**config.mk**
```make
export PLATFORM = sky130hd
export DESIGN_NAME = pc_sequencer
export DESIGN_NICKNAME = d
export VERILOG_FILES = /design/src/rtl/pc_sequencer.sv
export SDC_FILE = /design/constraint.sdc
export NUM_CORES = 1
export LEC_CHECK = 0
export ABC_AREA = 0
export BUFFER_PORTS_ARGS = -buffer_cell sky130_fd_sc_hd__buf_2
export CORE_MARGIN = 2
export CORE_UTILIZATION = 35
export CTS_CLUSTER_SIZE = 16
export DETAILED_ROUTE_END_ITERATION = 6
export SYNTH_ARGS = -nofsm -noshare
export SYNTH_HDL_FRONTEND = slang
export SYNTH_SLANG_ARGS = --single-unit
export TNS_END_PERCENT = 1
```
**constraint.sdc**
```tcl
create_clock -name clk -period 1.9 [get_ports clk]
set_clock_uncertainty 0.1 [all_clocks]
set_input_delay 0.19 -clock clk [delete_from_list [all_inputs] [get_ports clk]]
set_output_delay 0.19 -clock clk [all_outputs]
set_load 0.02 [all_outputs]
```
**src/rtl/pc_sequencer.sv**
```systemverilog
// pc_sequencer: two-stage fetch/execute program counter sequencer with a
// 2-entry return-address stack.
//
// Each enabled clock edge latches the program-memory word (inst_in, addressed
// by pc_out) into ir_out while pc_out advances. The op of the instruction in
// ir_out (pc_op) steers the next pc_out. Taken control-flow ops replace the
// fetched word with a NOP bubble (ir_valid=0) for exactly one cycle.
//
// Optional feature macro: STACK_ERR_EN adds the sticky stack_err output.
//
// Parameters:
//   ADDR_WIDTH   program memory address width
//   RESET_VECTOR pc_out value while/after reset
// Ports:
//   clk         clock, rising edge
//   rst         asynchronous active-high reset
//   en          advance enable; low holds all state
//   pc_op       op of the instruction in ir_out
//               (000 INC, 001 GOTO, 010 CALL, 011 RET, 100 SKIP, 101 PCWR)
//   target      destination for GOTO/CALL/PCWR
//   inst_in     program memory data at pc_out
//   pc_out      registered fetch address
//   ir_out      registered instruction being executed
//   ir_valid    ir_out holds a real instruction (0 = bubble)
//   stack_err   (STACK_ERR_EN only) sticky overflow/underflow flag
//   stack_full  stack count == 2
//   stack_empty stack count == 0

`ifndef INST_WIDTH
`define INST_WIDTH 12
`endif

module pc_sequencer #(
   parameter int                    ADDR_WIDTH   = 9,
   parameter logic [ADDR_WIDTH-1:0] RESET_VECTOR = 9'h1FF
) (
   input  logic                   clk,
   input  logic                   rst,
   input  logic                   en,
   input  logic [2:0]             pc_op,
   input  logic [ADDR_WIDTH-1:0]  target,
   input  logic [`INST_WIDTH-1:0] inst_in,
   output logic [ADDR_WIDTH-1:0]  pc_out,
   output logic [`INST_WIDTH-1:0] ir_out,
   output logic                   ir_valid,
`ifdef STACK_ERR_EN
   output logic                   stack_err,
`endif
   output logic                   stack_full,
   output logic                   stack_empty
);

   localparam logic [2:0] OP_INC  = 3'b000;
   localparam logic [2:0] OP_GOTO = 3'b001;
   localparam logic [2:0] OP_CALL = 3'b010;
   localparam logic [2:0] OP_RET  = 3'b011;
   localparam logic [2:0] OP_SKIP = 3'b100;
   localparam logic [2:0] OP_PCWR = 3'b101;

   logic [ADDR_WIDTH-1:0]  stackTop;     // s0
   logic [ADDR_WIDTH-1:0]  stackBot;     // s1
   logic [1:0]             stackCnt;

   logic [2:0]             effOp;
   logic [ADDR_WIDTH-1:0]  pcInc;
   logic [ADDR_WIDTH-1:0]  pcNext;
   logic [`INST_WIDTH-1:0] irNext;
   logic                   validNext;
   logic                   doPush;
   logic                   doPop;

   // A bubble in ir_out carries no op, so the sequencer simply falls through.
   assign effOp = ir_valid ? pc_op : OP_INC;
   assign pcInc = pc_out + 1'b1;   // wraps naturally at 2^ADDR_WIDTH

   always_comb begin
      pcNext    = pcInc;
      irNext    = inst_in;
      validNext = 1'b1;
      doPush    = 1'b0;
      doPop     = 1'b0;
      case (effOp)
         OP_GOTO, OP_PCWR: begin
            pcNext    = target;
            irNext    = '0;
            validNext = 1'b0;
         end
         OP_CALL: begin
            // pc_out already points past the CALL: it is the return address.
            pcNext    = target;
            irNext    = '0;
            validNext = 1'b0;
            doPush    = 1'b1;
         end
         OP_RET: begin
            // Popping an empty stack still returns whatever s0 holds.
            pcNext    = stackTop;
            irNext    = '0;
            validNext = 1'b0;
            doPop     = 1'b1;
         end
         OP_SKIP: begin
            irNext    = '0;
            validNext = 1'b0;
         end
         default: ;   // INC and reserved codes
      endcase
   end

   always_ff @(posedge clk or posedge rst) begin
      if (rst) begin
         pc_out   <= RESET_VECTOR;
         ir_out   <= '0;
         ir_valid <= 1'b0;
         stackTop <= '0;
         stackBot <= '0;
         stackCnt <= 2'd0;
      end else if (en) begin
         pc_out   <= pcNext;
         ir_out   <= irNext;
         ir_valid <= validNext;
         if (doPush) begin
            // Full push shifts the oldest entry out of s1.
            stackBot <= stackTop;
            stackTop <= pc_out;
            if (stackCnt != 2'd2) stackCnt <= stackCnt + 2'd1;
         end else if (doPop) begin
            // s1 is left as-is, so repeated pops keep returning the same address.
            stackTop <= stackBot;
            if (stackCnt != 2'd0) stackCnt <= stackCnt - 2'd1;
         end
      end
   end

`ifdef STACK_ERR_EN
   always_ff @(posedge clk or posedge rst) begin
      if (rst) begin
         stack_err <= 1'b0;
      end else if (en && ((doPush && stackCnt == 2'd2) || (doPop && stackCnt == 2'd0))) begin
         stack_err <= 1'b1;
      end
   end
`endif

   assign stack_full  = (stackCnt == 2'd2);
   assign stack_empty = (stackCnt == 2'd0);

endmodule

```
==> impl_metrics.yaml <==
timing:
  setup_ws_ns: 0.240
  finalSetupTns_ns: 0
  setup_viol: 0
  fin_crit_ns: 1.66
  maxSlewHeadroom_pct: 60.9
  slew_violations: 0
  rsz0062_at_grt: "no"
  fmaxAchievable_mhz: 602
  tightest_slew_ns: 0.587
  fin_crit_sh_pct: 87.4
  hold_viol: 0
setup_path:
  cp_max_fo: 6
  cp_data_required_time_ns: 2.01
  end_kind: "register"
  rrSetupSlack_ns: 0.24
  reg2reg_from: "pc_out[0]"
  critical_path_arrival_ns: 1.77
  crit_start: "pc_out[0]"
  path_cells: "ha_1 -> and3_1 -> and3_1 -> o21ai_0 -> a211oi_1"
  path_class: "register to register"
  cp_slowest_cell: "dfstp_2"
  path_buf_inv: 0
  reg2reg_depth: 5
  path_common_cell: "and3_1"
  critical-path-max-stage-delay_ns: 0.58
  critPathTopFamily: "flip-flops"
  crit_path_start_kind: "register"
  reg2reg_to: "pc_out[6]"
die:
  io-pin-count: 51
  num_rows: 28
  fp.dieW_um: 83.0
  start_util_pct: 36.5
  core_um2: 5990
  die_area_um2: 6890
  die_y_um: 83.0
layout:
  nFillCells: 575
  multi_input_area_um2: 985
  layoutNonFillerInstCount: 331
  nets: 283
  drive_above_1_share_pct: 35.9
  num_antenna_cells: 0
  regArea_um2: 1060
  syn_to_final_growth_pct: 21.4
  fin_util_pct: 44.3
synth:
  async_flop_share_pct: 100
  syn_nets: 223
  synth_edf_count: 0
  yosysSeqAreaShare_pct: 48.6
  synthTopCellsByCount: "dfrtp_1 (33), o21ai_0 (15), a22o_1 (13), mux2i_1 (13)"
  ys.flop_type: "dfrtp_1"
  yosys-mux-area-fraction_pct: 10.6
  yosys.area.top_type_share_pct: 37.8
  synth_cell_type_count: 43
  synth_cells: 195
  synth_xor_area_share_pct: 0.401
  synthAdderAreaFrac_pct: 0.572
  synth_area_leaders: "dfrtp_1 (38%), dfstp_2 (11%), mux2i_1 (6.0%)"
  ys_warn_count: 0
  yosysMostFrequentCell: "dfrtp_1"
  synth_area_um2: 2190
  avgSynthCellArea_um2: 11.2
  synth_top_family_by_area: "compound AO/OA/AOI/OAI gates"
  synth_top_area_cell: "dfrtp_1"
  synth_compound_area_share_pct: 18.1
  synth-simple-area-share_pct: 15.3
  ys_ff_latch: 42
drt:
  drt_iter0_drc: 125
  wl_mm: 4.85
  post-route-drc-count: 0
  dr.pass1.iters: 4
  vias_per_cell: 5.18
  ant_nets: 0
  wl_per_cell_um: 14.6
  vias: 1714
place:
  dp_slack_ns: 0.251
  dp_hpwl_mm: 3.48
  io_buffers: 50
  dp.cells: 315
  place_congestion: 0.836
clock_tree:
  cts_buffer_depth: 2
  cts_tree: "yes"
  clk_latency_ns: 0.29
  cts.clk_slew.worst_paths_ns: 0.09
  ctsResizeCount: 0
  root_buffer: "clkbuf_8"
  htree_levels: 2
  numCtsBuffers: 5
  cts_sinks: 42
power_and_ir_drop:
  switching_share_pct: 36.9
  peakVddDrop_uv: 463
  internal-power_mw: 1.77
  p_per_area_nw_per_um2: 1050
  power_switching_mw: 1.03
  p_clk_share_pct: 21.6
  seqPwrFrac_pct: 48.1
  comb_power_share_pct: 30.3
  p_leak_nw: 1.22
global_route:
  grt_pass1_wl_mm: 8.34
  grt_antenna_before_repair: 0
  track_usage_pct: 14.7
  grt_max_degree: 43
  grt_pass1_vias: 1623
  grt_overflow: 0
hold_path:
  hp-class: "primary input to register"
  hold_depth: 2
  min-delay-start: "inst_in[3]"
  whs_endpoint: "ir_out[3]"
outcome:
  run_status: "completed"
flow_run:
  cap_violations: 0
-- placed cells by master (no fill, tap or decap), types with 3 or more instances in the layout --
master,n
a22o_1,13
and3_1,3
mux2_2,8
o21ai_0,15
and4_1,3
nand3_1,4
buf_4,8
inv_1,7
dlygate4sd3_1,8
nor2_1,11
a22oi_1,3
dfrtp_1,33
nand2_1,11
mux2i_1,13
a211oi_1,8
clkbuf_8,5
dfstp_2,9
buf_2,50
nor3b_1,6
nor3_1,6
a21oi_1,3
-- how the worst max path moves through the flow --
stage                      endpoint  slack, ns  cells after the start
final                     pc_out[6]       0.24                      5
after global routing      pc_out[6]       0.11                      5
after CTS                 pc_out[6]       0.23                      5
after floorplan           pc_out[6]       0.27                      5
after detailed placement  pc_out[6]       0.25                      5
after global placement    pc_out[6]       0.29                      5
-- sequential cells by signal (all words and copies together) (netlist names) --
signal,cells
stackBot,9
ir_out,12
stackCnt,2
pc_out,9
ir_valid,1
stackTop,9
-- final cells by class --
class / instances / share of cell area [%]
repair buffers: 66 / 14.7
inverters: 8 / 1.13
multi-input cells: 132 / 37.1
well taps: 75 / 3.54
clock inverters: 3 / 0.896
clock buffers: 5 / 2.59
flip-flops and latches: 42 / 40.0
-- metal layers --
layer | wire [um] | global-route usage (%) | vias up | part of all wire, %
met4 | 46 | 3.87 | 0 | 0.95
li1 | - | - | 834 | -
met2 | 2230 | 22.2 | 47 | 46
met3 | 248 | 3.78 | 7 | 5.1
met5 | 0 | 0 | - | 0
met1 | 2320 | 21.1 | 826 | 48
-- power groups by stage --
stage / registers, mW / logic (mW) / clock network [mW]
finish: 1.35 / 0.847 / 0.603
global route: 1.39 / 0.946 / 0.667
CTS: 1.35 / 0.858 / 0.618
detailed placement: 1.36 / 0.847 / 0
global placement: 1.36 / 0.833 / 0
floorplan: 1.46 / 0.451 / 0
-- through the flow --
stage / instance area (um2) / total power, mW / hold slack (ns)
after global placement: 2480 / 2.20 / 0.255
after CTS: 2630 / 2.83 / 0.000658
final: 2650 / 2.80 / 0.00893
after global routing: 2650 / 3.01 / 0.000728
after floorplan: 2190 / 1.91 / 0.218
after detailed placement: 2480 / 2.21 / 0.255
-- logic make-up after synthesis --
logic type      after synthesis
fa+ha+maj                     1
buf+inv                      21
xor+xnor                      1
simple gates                 54
compound gates               54
flops                        42
mux                          22
-- what timing repair did --
| action | CTS | global route |
|---|---|---|
| hold endpoints to repair | 38 | 2 |
| setup endpoints to repair | 0 | 0 |
| hold buffers | 6 | 2 |
| setup buffers | 0 | 0 |
(Power assumes the default switching activity.)
